File: src/rtl/periphery_pkg.sv
// periphery_pkg: shared widths, IO initiator defaults and FSM state type.
package periphery_pkg;
    localparam int IO_DATA_L         = 32;
    localparam int ADDR_TYPE_L       = 2;
    localparam int INPUT_REG_L       = 2 * IO_DATA_L;
    localparam int OUTPUT_DATA_L     = IO_DATA_L;
    localparam int IO_CMD_FIFO_DEPTH = 4;
    localparam int IO_RD_TIMEOUT     = 16;
    typedef enum logic [1:0] {IDLE, ISSUE, WAIT_RD, RSP} io_init_state_t;
endpackage

File: src/rtl/io_host_initiator_fifo.sv
// io_cmd_fifo: power-of-two command FIFO with registered occupancy count.
module io_cmd_fifo #(
    parameter int W     = 65,
    parameter int DEPTH = 4
) (
    input  logic         clk,
    input  logic         rst,
    input  logic         push,
    input  logic         pop,
    input  logic [W-1:0] din,
    output logic         full,
    output logic         empty,
    output logic [W-1:0] head
);
    localparam int AW = $clog2(DEPTH);
    logic [W-1:0]  mem [DEPTH];
    logic [AW-1:0] wr_ptr, rd_ptr;
    logic [AW:0]   count;
    always_ff @(posedge clk or negedge rst)
        if (!rst) begin
            wr_ptr <= '0;
            rd_ptr <= '0;
            count  <= '0;
        end else begin
            if (push) wr_ptr <= wr_ptr + 1'b1;
            if (pop) rd_ptr <= rd_ptr + 1'b1;
            count <= count + {{AW{1'b0}}, push} - {{AW{1'b0}}, pop};
        end
    always_ff @(posedge clk)
        if (push) mem[wr_ptr] <= din;
    assign full  = count == (AW+1)'(DEPTH);
    assign empty = count == '0;
    assign head  = mem[rd_ptr];
endmodule

File: src/rtl/io_host_initiator.sv
// io_host_initiator: queues host read/write commands and issues them as single-cycle
// strobes to the IO access block; reads block until data or timeout is returned.
module io_host_initiator import periphery_pkg::*; #(
    parameter int DATA_L     = IO_DATA_L,
    parameter int FIFO_DEPTH = IO_CMD_FIFO_DEPTH,
    parameter int RD_TIMEOUT = IO_RD_TIMEOUT
) (
    input  logic                     clk,
    input  logic                     rst,
    input  logic                     cmd_vld,
    output logic                     cmd_rdy,
    input  logic                     cmd_wr,
    input  logic [DATA_L-1:0]        cmd_addr,
    input  logic [DATA_L-1:0]        cmd_data,
    output logic [INPUT_REG_L-1:0]   io_in,
    output logic                     io_wr_en,
    output logic                     io_rd_en,
    input  logic [OUTPUT_DATA_L-1:0] io_rd_data,
    input  logic                     io_rd_data_vld,
    output logic                     rsp_vld,
    input  logic                     rsp_rdy,
    output logic [DATA_L-1:0]        rsp_data,
    output logic                     rsp_err,
    output logic                     busy
);
    localparam int CW = $clog2(RD_TIMEOUT + 1);
    io_init_state_t state, state_nxt;
    logic full, empty, push, pop, op_wr, timeout, err_q;
    logic [2*DATA_L:0]      head;
    logic [INPUT_REG_L-1:0] io_in_q;
    logic [CW-1:0]          cnt;
    logic [DATA_L-1:0]      data_q;

    // gating with rst keeps cmd_rdy low for the whole reset, not just after the first edge
    assign cmd_rdy = rst & ~full;
    assign push    = cmd_vld & cmd_rdy;
    assign timeout = cnt == CW'(RD_TIMEOUT - 1);
    assign io_in   = io_in_q;

    io_cmd_fifo #(.W(2*DATA_L+1), .DEPTH(FIFO_DEPTH)) u_fifo (
        .clk   (clk),
        .rst   (rst),
        .push  (push),
        .pop   (pop),
        .din   ({cmd_wr, cmd_addr, cmd_data}),
        .full  (full),
        .empty (empty),
        .head  (head)
    );

    always_ff @(posedge clk or negedge rst)
        if (!rst) state <= IDLE;
        else state <= state_nxt;

    always_comb begin
        state_nxt = state;
        case (state)
            IDLE:    state_nxt = empty ? IDLE : ISSUE;
            ISSUE:   state_nxt = !op_wr ? WAIT_RD : (empty ? IDLE : ISSUE);
            WAIT_RD: state_nxt = (io_rd_data_vld || timeout) ? RSP : WAIT_RD;
            RSP:     state_nxt = rsp_rdy ? IDLE : RSP;
            default: state_nxt = IDLE;
        endcase
    end

    always_comb begin
        io_wr_en = state == ISSUE && op_wr;
        io_rd_en = state == ISSUE && !op_wr;
        rsp_vld  = state == RSP;
        rsp_data = rsp_vld ? data_q : '0;
        rsp_err  = rsp_vld & err_q;
        busy     = !empty || state != IDLE;
        pop      = !empty && (state == IDLE || (state == ISSUE && op_wr));
    end

    // data takes priority over a timeout landing in the same cycle
    always_ff @(posedge clk or negedge rst)
        if (!rst) begin
            io_in_q <= '0;
            op_wr   <= 1'b0;
            cnt     <= '0;
            data_q  <= '0;
            err_q   <= 1'b0;
        end else begin
            if (pop) begin
                op_wr   <= head[2*DATA_L];
                io_in_q <= INPUT_REG_L'(head[2*DATA_L-1:0]);
            end
            cnt <= state == WAIT_RD ? cnt + 1'b1 : '0;
            if (state == WAIT_RD && io_rd_data_vld) begin
                data_q <= io_rd_data[DATA_L-1:0];
                err_q  <= 1'b0;
            end else if (state == WAIT_RD && timeout) begin
                data_q <= '0;
                err_q  <= 1'b1;
            end
        end
endmodule

File: config.mk
export PLATFORM = sky130hd
export DESIGN_NAME = io_host_initiator
export DESIGN_NICKNAME = d
export VERILOG_FILES = /design/src/rtl/periphery_pkg.sv /design/src/rtl/io_host_initiator_fifo.sv /design/src/rtl/io_host_initiator.sv
export SDC_FILE = /design/constraint.sdc
export NUM_CORES = 1
export LEC_CHECK = 0
export ABC_AREA = 1
export CAP_MARGIN = 20
export CORE_MARGIN = 3
export CORE_UTILIZATION = 59
export CTS_CLUSTER_SIZE = 16
export DETAILED_ROUTE_END_ITERATION = 10
export PLACE_DENSITY_LB_ADDON = 0.08
export SYNTH_ARGS = -nofsm -noshare
export SYNTH_HDL_FRONTEND = slang
export SYNTH_SLANG_ARGS = --single-unit
File: constraint.sdc
create_clock -name clk -period 9.7 [get_ports clk]
set_input_delay 1.94 -clock clk [delete_from_list [all_inputs] [get_ports clk]]
set_output_delay 1.94 -clock clk [all_outputs]
set_load 0.01 [all_outputs]
Word level (Yosys, flattened, before mapping)
Memory sizes are Yosys's and may differ from the RTL's. A register that Yosys moved wholly into a read port is not among the register bits.
Cells that the tools add are included.
{ "word_totals": {"regBits": 47, "out_inout_bits": 102, "ram_bits": 260, "n_memories": 1, "wordCells": 50} }
{ "mem_list": {"columns": ["name", "words", "word_bits", "rd", "rd_ports_with_merged_regs", "write_ports", "line", "rtl"], "rows": [
  ["u_fifo.mem", 4, 65, 1, 1, 1, "io_host_initiator_fifo.sv:16", "logic [W-1:0] mem [DEPTH];"]
]} }
{ "op_classes": {"eq_ne": 5, "reduce_logical": 15, "n_addsub": 5, "n_bitwise": 4, "muxes": 13} }
{ "op_table": {"columns": ["operator", "n"], "rows": [
  ["$mux W32", 3],
  ["$pmux W2 S4", 1],
  ["$mux W1", 6],
  ["$add A5 B1 Y5 const B", 1],
  ["$eq A5 B4 Y1 const B", 1],
  ["$logic_and A1 B1 Y1", 5],
  ["$mux W5", 1],
  ["$add A2 B1 Y2 const B", 2],
  ["$eq A2 B2 Y1 const B", 2],
  ["$mux W2", 2],
  ["$reduce_bool A2 Y1", 2],
  ["$add A3 B1 Y3", 1],
  ["$and A1 B1 Y1", 3],
  ["$eq A3 B3 Y1 const B", 1],
  ["$logic_not A1 Y1", 3],
  ["$logic_not A3 Y1", 1],
  ["$logic_or A1 B1 Y1", 3],
  ["$sub A3 B1 Y3", 1],
  ["$eq A2 B1 Y1 const B", 1],
  ["$logic_not A2 Y1", 1],
  ["$not A1 Y1", 1]
]} }

Longest topological paths before layout
Gate-level depths: netlist of run 1.
{ "depth": {"word_depth": 6, "mapped_depth": 11, "ltp_nobuf": 10} }

Hierarchy
Synthesis of run 1 repeated with hierarchy kept, for this count alone.
{ "unflattened": {"hier_cells": 1601, "area_unflattened_um2": 15761.4} }
{ "by_module_without_submodules": {"columns": ["module", "area_each_um2", "cells_each", "n_inst"], "rows": [
  ["io_cmd_fifo", 11357.1, 1065, 1],
  ["io_host_initiator", 4404.2, 536, 1]
]} }

Least setup slack after synthesis of run 1
OpenSTA, ideal clock, no wires.
{ "synth_path": {"path_kind": "input -> register", "from": "in cmd_vld", "to": "mem u_fifo.mem[0][0], enable pin", "path_slack_ns": 4.341, "stages": 2, "n_path_buf": 0, "arrival_ns": 4.871, "required_ns": 9.211, "path_cell_list": "nand3_1 -> nor2_1"} }
{ "synth_via": {"elab_chain_len": 3} }
{ "synth_rtl": {"columns": ["item", "line", "rtl"], "rows": [
  ["start, declared", "io_host_initiator.sv:10", "input logic cmd_vld,"],
  ["$and A1 B1 Y1", "io_host_initiator.sv:36", "assign push = cmd_vld & cmd_rdy;"],
  ["$mux W1", "io_host_initiator_fifo.sv:30", "if (push) mem[wr_ptr] <= din;"],
  ["$mux W1 (not written as such)", "io_host_initiator_fifo.sv:30", null],
  ["end, declared", "io_host_initiator_fifo.sv:16", null]
]} }
No other way between the ends.

Final worst setup path of run 1
{ "layout_path": {"from": "in rst", "to": "out cmd_rdy"} }
{ "layout_via": {"elab_chain_len": 1} }
{ "layout_rtl": {"columns": ["item", "line", "rtl"], "rows": [
  ["start, declared", "io_host_initiator.sv:9", "input logic rst,"],
  ["$and A1 B1 Y1", "io_host_initiator.sv:35", "assign cmd_rdy = rst & ~full;"],
  ["end, declared", "io_host_initiator.sv:11", "output logic cmd_rdy,"]
]} }
No other way between the ends.

==> flow_results.xml, run 1 <==
<?xml version="1.0" encoding="UTF-8"?>
<metrics>
  <group name="critical_path">
    <metric name="worst_path_largest_cell_delay" unit="ns">0.57</metric>
    <metric name="worst_r2r_endpoint" unit="">u_fifo.count[2]$_DFF_PN0_</metric>
    <metric name="timing_worst_setup_path_type" unit="">in -&gt; out</metric>
    <metric name="worstPathMaxFanout" unit="">72</metric>
    <metric name="worst_path_dominant_cell_family" unit="">buffers and inverters</metric>
    <metric name="reg2reg_from" unit="">u_fifo.count[1]$_DFF_PN0_</metric>
    <metric name="worst-r2r-setup-slack" unit="ns">6.86</metric>
    <metric name="critPathCaptureType" unit="">output pin</metric>
    <metric name="worstPathBufferInverterCount" unit="">2</metric>
    <metric name="cp_slowest_cell" unit="">sky130_fd_sc_hd__clkdlybuf4s50_1</metric>
    <metric name="r2r.worst_path.cells" unit="">11</metric>
    <metric name="start_kind" unit="">primary input</metric>
    <metric name="worstPathRequired" unit="ns">7.76</metric>
    <metric name="critical_path_arrival" unit="ns">3.31</metric>
    <metric name="crit_path_cell_trace" unit="">buf_6 -&gt; a21boi_0 -&gt; clkdlybuf4s50_1</metric>
  </group>
  <group name="routing">
    <metric name="dr_total_vias" unit="">10560</metric>
    <metric name="postRouteAntennaNets" unit="">0</metric>
    <metric name="routed_wl" unit="um">32860</metric>
    <metric name="wl_per_cell" unit="um">15.56</metric>
    <metric name="post_drt_via_cell_ratio" unit="">4.999</metric>
    <metric name="first_pass_iters" unit="">5</metric>
    <metric name="first_iter_violations" unit="">691</metric>
    <metric name="drt_drc_violations_left" unit="">0</metric>
  </group>
  <group name="timing">
    <metric name="tightestPinTransition" unit="ns">1.025</metric>
    <metric name="grt_setup_unrepaired" unit="">no</metric>
    <metric name="min_period" unit="ns">5.248</metric>
    <metric name="worst_slack" unit="ns">4.452</metric>
    <metric name="fin_hold_ws" unit="ns">0.4580</metric>
    <metric name="report.final.slew_viol_count" unit="">0</metric>
    <metric name="setup_clock_skew_after_layout" unit="ns">0.02224</metric>
    <metric name="setup-tns-final" unit="ns">0</metric>
    <metric name="final_hold_viol_count" unit="">0</metric>
    <metric name="worst_slew_margin_rel" unit="">0.3167</metric>
    <metric name="achievable-frequency" unit="MHz">190.5</metric>
    <metric name="final_worst_path_period_share" unit="">0.5410</metric>
    <metric name="setup_viol" unit="">0</metric>
  </group>
  <group name="pwr">
    <metric name="totalPowerFinal" unit="mW">5.578</metric>
    <metric name="power.ir.vdd_worst" unit="mV">0.1907</metric>
    <metric name="leakage" unit="nW">8.757</metric>
    <metric name="power_density" unit="mW/mm^2">293.8</metric>
  </group>
  <group name="clock_network">
    <metric name="tritoncts" unit="">built</metric>
    <metric name="post_cts.repair.setup_buffers" unit="">0</metric>
    <metric name="postCtsHoldBufs" unit="">0</metric>
    <metric name="path_clk_slew" unit="ns">0.06</metric>
    <metric name="ctsResizeCount" unit="">0</metric>
    <metric name="numClockSinks" unit="">372</metric>
    <metric name="cts_root_buffer" unit="">sky130_fd_sc_hd__clkbuf_16</metric>
    <metric name="max-clock-path-buffers" unit="">3</metric>
    <metric name="h_tree_levels" unit="">2</metric>
    <metric name="cts_made_buffers" unit="">38</metric>
    <metric name="clkLatencyLatePin" unit="ns">0.52</metric>
  </group>
  <group name="logic_synthesis">
    <metric name="netlist-cell-type-count" unit="">26</metric>
    <metric name="syn-num-nets" unit="">1678</metric>
    <metric name="synth.yosys.warnings" unit="">0</metric>
    <metric name="yosys_register_bits" unit="">372</metric>
    <metric name="synthDominantAreaCellType" unit="">sky130_fd_sc_hd__edfxtp_1</metric>
    <metric name="post-synth-top-area-fraction" unit="">0.5020</metric>
    <metric name="post_synth_instance_area" unit="mm^2">0.01555</metric>
    <metric name="synth_cells" unit="">1567</metric>
    <metric name="synth_top_cells_by_area" unit="">sky130_fd_sc_hd__edfxtp_1 50%, sky130_fd_sc_hd__dfrtp_1 18%, sky130_fd_sc_hd__nand2_1 14%, sky130_fd_sc_hd__inv_1 7.5%, sky130_fd_sc_hd__nand3_1 4.2%</metric>
    <metric name="syn_area_per_cell" unit="um^2">9.926</metric>
    <metric name="sequential_fraction_of_the_synthesis_area" unit="">0.6822</metric>
  </group>
  <group name="placed_design">
    <metric name="io_buffer_count" unit="">203</metric>
    <metric name="globalplace.congestion" unit="">0.7577</metric>
    <metric name="dp_hpwl" unit="um">18700</metric>
    <metric name="place_ws" unit="ns">4.398</metric>
  </group>
  <group name="floorplan">
    <metric name="floorplan.rows" unit="">58</metric>
    <metric name="fp.coreArea" unit="mm^2">0.02554</metric>
    <metric name="floorplan.initialDensity" unit="">0.6089</metric>
    <metric name="num_io_pins" unit="">204</metric>
    <metric name="die_width" unit="um">168.4</metric>
    <metric name="die_area" unit="mm^2">0.02835</metric>
    <metric name="floorplan.die.height" unit="um">168.4</metric>
  </group>
  <group name="finish">
    <metric name="antenna-diode-count" unit="">0</metric>
    <metric name="syn_to_final_growth" unit="%">22.08</metric>
    <metric name="most_common_library_cell_in_the_layout_ignoring_fill_and_taps" unit="">sky130_fd_sc_hd__nand2_1</metric>
    <metric name="layout.cells.most_common_list" unit="">571 x sky130_fd_sc_hd__nand2_1, 311 x sky130_fd_sc_hd__inv_1, 260 x sky130_fd_sc_hd__edfxtp_1</metric>
    <metric name="layout-drive-gt1-share" unit="">0.04658</metric>
    <metric name="final_net_count" unit="">1864</metric>
  </group>
  <group name="global_route">
    <metric name="grt_overflow_total" unit="">0</metric>
    <metric name="grt_pass1_wl" unit="um">53930</metric>
    <metric name="grt_pass1_vias" unit="">10740</metric>
    <metric name="number_of_antenna_violations_at_the_first_check_in_global_routing" unit="">1</metric>
    <metric name="overall_routing_resource_usage" unit="">0.2359</metric>
    <metric name="grt_max_degree" unit="">79</metric>
  </group>
  <group name="run">
    <metric name="max-cap-violations" unit="">0</metric>
  </group>
  <group name="hold_path">
    <metric name="worstHoldPathCells" unit="">1</metric>
    <metric name="worst_hold_startpoint" unit="">cnt[0]$_DFF_PN0_</metric>
    <metric name="hold_end" unit="">cnt[0]$_DFF_PN0_</metric>
    <metric name="timing.hold.worst.class" unit="">reg -&gt; reg</metric>
  </group>
  <group name="outcome">
    <metric name="status" unit="">completed</metric>
  </group>
</metrics>
==> per-stage QoR <==
stage          utilization  instance area [um^2]  instances
2_1_floorplan            -                 15550       1567
3_3_place_gp        0.6955                 17770       2042
3_5_place_dp        0.6955                 17770       2042
4_1_cts             0.7423                 18960       2111
5_1_grt             0.7433                 18990       2112
6_report            0.7433                 18990       2112
==> cell usage after synthesis <==
cell type	instances
sky130_fd_sc_hd__xor2_1	1
sky130_fd_sc_hd__buf_6	3
sky130_fd_sc_hd__inv_2	6
sky130_fd_sc_hd__nand2_1	571
sky130_fd_sc_hd__o21ai_2	1
sky130_fd_sc_hd__or2_2	1
sky130_fd_sc_hd__nand3_1	132
sky130_fd_sc_hd__nand4_1	3
sky130_fd_sc_hd__a21boi_0	1
sky130_fd_sc_hd__clkbuf_1	14
sky130_fd_sc_hd__edfxtp_1	260
sky130_fd_sc_hd__buf_4	5
sky130_fd_sc_hd__dfrtp_1	112
sky130_fd_sc_hd__fa_1	1
sky130_fd_sc_hd__ha_1	8
sky130_fd_sc_hd__nor2_1	45
sky130_fd_sc_hd__nor2_4	3
sky130_fd_sc_hd__buf_1	2
sky130_fd_sc_hd__nand3b_1	1
sky130_fd_sc_hd__inv_1	312
sky130_fd_sc_hd__buf_2	43
sky130_fd_sc_hd__o21ai_1	9
sky130_fd_sc_hd__a21oi_1	4
sky130_fd_sc_hd__nand2_2	1
sky130_fd_sc_hd__o21ai_0	26
sky130_fd_sc_hd__xnor2_1	2
==> logic make-up (layout without fill, tap and decap cells) <==
| logic type | Yosys count | count (layout) | synth area share |
|---|---|---|---|
| simple gates | 757 | 757 | 0.1958 |
| buf+inv | 385 | 600 | 0.09903 |
| compound gates | 41 | 41 | 0.01359 |
| flops | 372 | 372 | 0.6822 |
| fa+ha+maj | 9 | 9 | 0.007723 |
| xor+xnor | 3 | 3 | 0.001690 |
==> layer usage <==
| metal | global-route usage | vias up | wire [um] |
|---|---|---|---|
| li1 | - | 5191 | - |
| met1 | 0.3126 | 5009 | 14020 |
| met2 | 0.4040 | 308 | 16300 |
| met3 | 0.04391 | 47 | 2020 |
| met4 | 0.06617 | 2 | 507 |
| met5 | 0 | - | 10 |
==> sequential cells by signal, summed over array words and instances (netlist names) <==
register       count
u_fifo.mem       260
io_in             64
data_q            32
cnt                5
u_fifo.count       3
state              2
u_fifo.rd_ptr      2
u_fifo.wr_ptr      2
err_q              1
op_wr              1
==> layout make-up <==
type,count,area [um^2]
Clock buffer,59,1091
Clock inverter,10,103.9
Fill cell,1700,6556
Sequential cell,372,10620
Multi-Input combinational cell,810,3438
Tap cell,330,412.9
Inverter,318,1196
Timing Repair Buffer,213,2128
==> power by group <==
group	total [mW]	internal, mW	switching, mW
registers	2.28	2.06	0.224
logic	1.90	0.741	1.15
clock network	1.40	0.828	0.570
total	5.58	3.63	1.95
==> worst register-to-register path, stage by stage, from the launching register on <==
cell and delay (ns):
sky130_fd_sc_hd__dfrtp_1 0.39, sky130_fd_sc_hd__nor2_1 0.10, sky130_fd_sc_hd__nand2_1 0.18, sky130_fd_sc_hd__inv_2 0.08, sky130_fd_sc_hd__nor2_4 0.07, sky130_fd_sc_hd__buf_4 0.69, sky130_fd_sc_hd__ha_1 0.38, sky130_fd_sc_hd__inv_1 0.06
sky130_fd_sc_hd__ha_1 0.13, sky130_fd_sc_hd__inv_1 0.05, sky130_fd_sc_hd__fa_1 0.42, sky130_fd_sc_hd__xnor2_1 0.21
==> worst max path at each step <==
stage               startpoint                    endpoint  slack (ns)  depth (start not counted)
CTS                        rst                     cmd_rdy        4.40                          3
finish                     rst                     cmd_rdy        4.45                          3
floorplan              cmd_vld  u_fifo.mem[0][0]$_DFFE_PP_        4.34                          2
global route               rst                     cmd_rdy        4.32                          3
detailed placement         rst                     cmd_rdy        4.40                          3
global placement           rst                     cmd_rdy        4.43                          3
No activity file was read; power rests on OpenSTA's default activity.
==> inputs of run 2 (changes only) <==
CORE_UTILIZATION = 55   (was 59)
clock period = 5.1 ns   (was 9.7 ns; I/O delays follow)
==> flow_results.xml, run 2 (synthesis results as in run 1) <==
<?xml version="1.0" encoding="UTF-8"?>
<metrics>
  <group name="pwr">
    <metric name="pwr-share-clk" unit="">0.246</metric>
    <metric name="power.ir.vdd_worst" unit="mV">0.3628</metric>
    <metric name="power.share.switching" unit="">0.3520</metric>
    <metric name="internal_power" unit="mW">6.831</metric>
    <metric name="totalPowerFinal" unit="mW">10.54</metric>
    <metric name="seqPwrFrac" unit="">0.400</metric>
    <metric name="leakage" unit="nW">8.773</metric>
    <metric name="switching_power" unit="mW">3.711</metric>
    <metric name="power.share.combinational" unit="">0.354</metric>
    <metric name="power_density" unit="mW/mm^2">552.7</metric>
  </group>
  <group name="floorplan">
    <metric name="num_io_pins" unit="">204</metric>
    <metric name="die_width" unit="um">174.2</metric>
    <metric name="fp.coreArea" unit="mm^2">0.02740</metric>
    <metric name="floorplan.rows" unit="">60</metric>
    <metric name="floorplan.initialDensity" unit="">0.5676</metric>
    <metric name="floorplan.die.height" unit="um">174.2</metric>
    <metric name="die_area" unit="mm^2">0.03033</metric>
  </group>
  <group name="timing">
    <metric name="final_hold_viol_count" unit="">0</metric>
    <metric name="grt_setup_unrepaired" unit="">no</metric>
    <metric name="setup-tns-final" unit="ns">0</metric>
    <metric name="achievable-frequency" unit="MHz">278.0</metric>
    <metric name="worst_slew_margin_rel" unit="">0.2780</metric>
    <metric name="worst_slack" unit="ns">1.502</metric>
    <metric name="final_worst_path_period_share" unit="">0.7054</metric>
    <metric name="tightestPinTransition" unit="ns">1.080</metric>
    <metric name="report.final.slew_viol_count" unit="">0</metric>
    <metric name="setup_clock_skew_after_layout" unit="ns">0.01316</metric>
    <metric name="setup_viol" unit="">0</metric>
    <metric name="min_period" unit="ns">3.598</metric>
  </group>
  <group name="critical_path">
    <metric name="reg2reg_from" unit="">u_fifo.rd_ptr[0]$_DFFE_PN0P_</metric>
    <metric name="r2r.worst_path.cells" unit="">7</metric>
    <metric name="worstPathRequired" unit="ns">4.08</metric>
    <metric name="worst_path_dominant_cell_family" unit="">simple AND/OR/NAND/NOR gates</metric>
    <metric name="worstPathBufferInverterCount" unit="">1</metric>
    <metric name="crit_path_cell_trace" unit="">nand2_1 -&gt; nor2_1 -&gt; clkdlybuf4s50_1</metric>
    <metric name="critical_path_arrival" unit="ns">2.58</metric>
    <metric name="worst-r2r-setup-slack" unit="ns">2.49</metric>
    <metric name="worst_r2r_endpoint" unit="">io_in[3]$_DFFE_PN0P_</metric>
    <metric name="worstPathMaxFanout" unit="">35</metric>
    <metric name="worst_path_largest_cell_delay" unit="ns">0.67</metric>
    <metric name="start_kind" unit="">flop</metric>
    <metric name="critPathCaptureType" unit="">output pin</metric>
    <metric name="cp_slowest_cell" unit="">sky130_fd_sc_hd__nand2_1</metric>
    <metric name="timing_worst_setup_path_type" unit="">reg -&gt; out</metric>
  </group>
  <group name="finish">
    <metric name="layout-drive-gt1-share" unit="">0.05036</metric>
    <metric name="most_common_library_cell_in_the_layout_ignoring_fill_and_taps" unit="">sky130_fd_sc_hd__nand2_1</metric>
    <metric name="multi_input_gate_area_in_the_final_layout" unit="mm^2">0.003433</metric>
    <metric name="finish.utilization" unit="">0.6961</metric>
    <metric name="layout.cells.most_common_list" unit="">571 x sky130_fd_sc_hd__nand2_1, 311 x sky130_fd_sc_hd__inv_1, 260 x sky130_fd_sc_hd__edfxtp_1</metric>
    <metric name="sequential_cell_area" unit="mm^2">0.01062</metric>
    <metric name="filler_cell_count" unit="">2015</metric>
    <metric name="number_of_flip_flops_under_the_largest_register_name" unit="">260</metric>
    <metric name="syn_to_final_growth" unit="%">22.64</metric>
    <metric name="final_net_count" unit="">1869</metric>
    <metric name="largest-register" unit="">u_fifo.mem</metric>
  </group>
  <group name="clock_network">
    <metric name="h_tree_levels" unit="">2</metric>
    <metric name="path_clk_slew" unit="ns">0.06</metric>
    <metric name="max-clock-path-buffers" unit="">3</metric>
    <metric name="ctsResizeCount" unit="">0</metric>
    <metric name="clkLatencyLatePin" unit="ns">0.51</metric>
    <metric name="cts_made_buffers" unit="">39</metric>
    <metric name="post_cts.repair.setup_buffers" unit="">0</metric>
    <metric name="postCtsHoldBufs" unit="">0</metric>
    <metric name="cts_root_buffer" unit="">sky130_fd_sc_hd__clkbuf_16</metric>
    <metric name="tritoncts" unit="">built</metric>
    <metric name="numClockSinks" unit="">372</metric>
  </group>
  <group name="routing">
    <metric name="postRouteAntennaNets" unit="">0</metric>
    <metric name="routed_wl" unit="um">33160</metric>
    <metric name="first_iter_violations" unit="">892</metric>
    <metric name="dr_total_vias" unit="">10740</metric>
    <metric name="wl_per_cell" unit="um">15.35</metric>
    <metric name="drt_drc_violations_left" unit="">0</metric>
    <metric name="post_drt_via_cell_ratio" unit="">4.971</metric>
    <metric name="first_pass_iters" unit="">5</metric>
  </group>
  <group name="placed_design">
    <metric name="io_buffer_count" unit="">203</metric>
    <metric name="globalplace.congestion" unit="">0.7645</metric>
    <metric name="place_ws" unit="ns">1.560</metric>
    <metric name="dp_hpwl" unit="um">19900</metric>
  </group>
  <group name="global_route">
    <metric name="grt_pass1_vias" unit="">10740</metric>
    <metric name="grt_pass1_wl" unit="um">54130</metric>
    <metric name="grt_max_degree" unit="">100</metric>
    <metric name="overall_routing_resource_usage" unit="">0.2205</metric>
    <metric name="grt_overflow_total" unit="">0</metric>
    <metric name="number_of_antenna_violations_at_the_first_check_in_global_routing" unit="">2</metric>
  </group>
  <group name="run">
    <metric name="max-cap-violations" unit="">0</metric>
  </group>
  <group name="outcome">
    <metric name="status" unit="">completed</metric>
  </group>
  <group name="hold_path">
    <metric name="timing.hold.worst.class" unit="">in -&gt; async</metric>
  </group>
</metrics>
[run 2: worst max-delay path by stage]
stage,start,to,cells past startpoint
after floorplan,cmd_vld,u_fifo.mem[0][0]$_DFFE_PP_,2
after global placement,cmd_vld,u_fifo.mem[1][30]$_DFFE_PP_,4
after detailed placement,cmd_vld,u_fifo.mem[1][31]$_DFFE_PP_,4
after CTS,state[0]$_DFF_PN0_,rsp_data[16],3
after global routing,state[0]$_DFF_PN0_,rsp_data[2],3
final,state[0]$_DFF_PN0_,rsp_data[18],3
[run 2: routing by layer]
metal | vias to the layer above | GRT usage | share of wire
met5 | - | 0 | 0.00021
met4 | 2 | 0.05831 | 0.015
met3 | 46 | 0.03801 | 0.064
met2 | 340 | 0.3811 | 0.49
met1 | 5146 | 0.2917 | 0.43
li1 | 5204 | - | -
[run 2: final cells by class]
class / count / share of cell area
Multi-Input combinational cell: 810 / 0.1800
Sequential cell: 372 / 0.5565
Clock buffer: 50 / 0.05438
Antenna cell: 1 / 0.0001312
Tap cell: 372 / 0.02440
Timing Repair Buffer: 217 / 0.1151
Inverter: 318 / 0.06271
Clock inverter: 20 / 0.006756
[run 2: worst reg2reg max path, delay by kind of cell, from the launching register on]
| family | cells | cell delay [ns] |
|---|---|---|
| flops | 1 | 0.65 |
| simple gates | 5 | 0.51 |
| buf+inv | 2 | 1.35 |
[run 2: through the flow]
stage	std cells	hold slack, ns	area (um^2)
2_1_floorplan	1567	0.4322	15550
3_3_place_gp	2088	0.4566	17880
3_5_place_dp	2088	0.4637	17880
4_1_cts	2158	0.3464	19040
5_1_grt	2160	0.3575	19070
6_report	2160	0.3578	19070
[run 2: power groups by stage]
| stage | clock network (mW) | registers, mW | logic, mW |
|---|---|---|---|
| final | 2.59 | 4.22 | 3.73 |
| after floorplan | 0 | 4.32 | 2.27 |
| after global routing | 2.78 | 4.29 | 4.20 |
| after detailed placement | 0 | 4.27 | 3.74 |
| after global placement | 0 | 4.25 | 3.66 |
| after CTS | 2.64 | 4.22 | 3.77 |
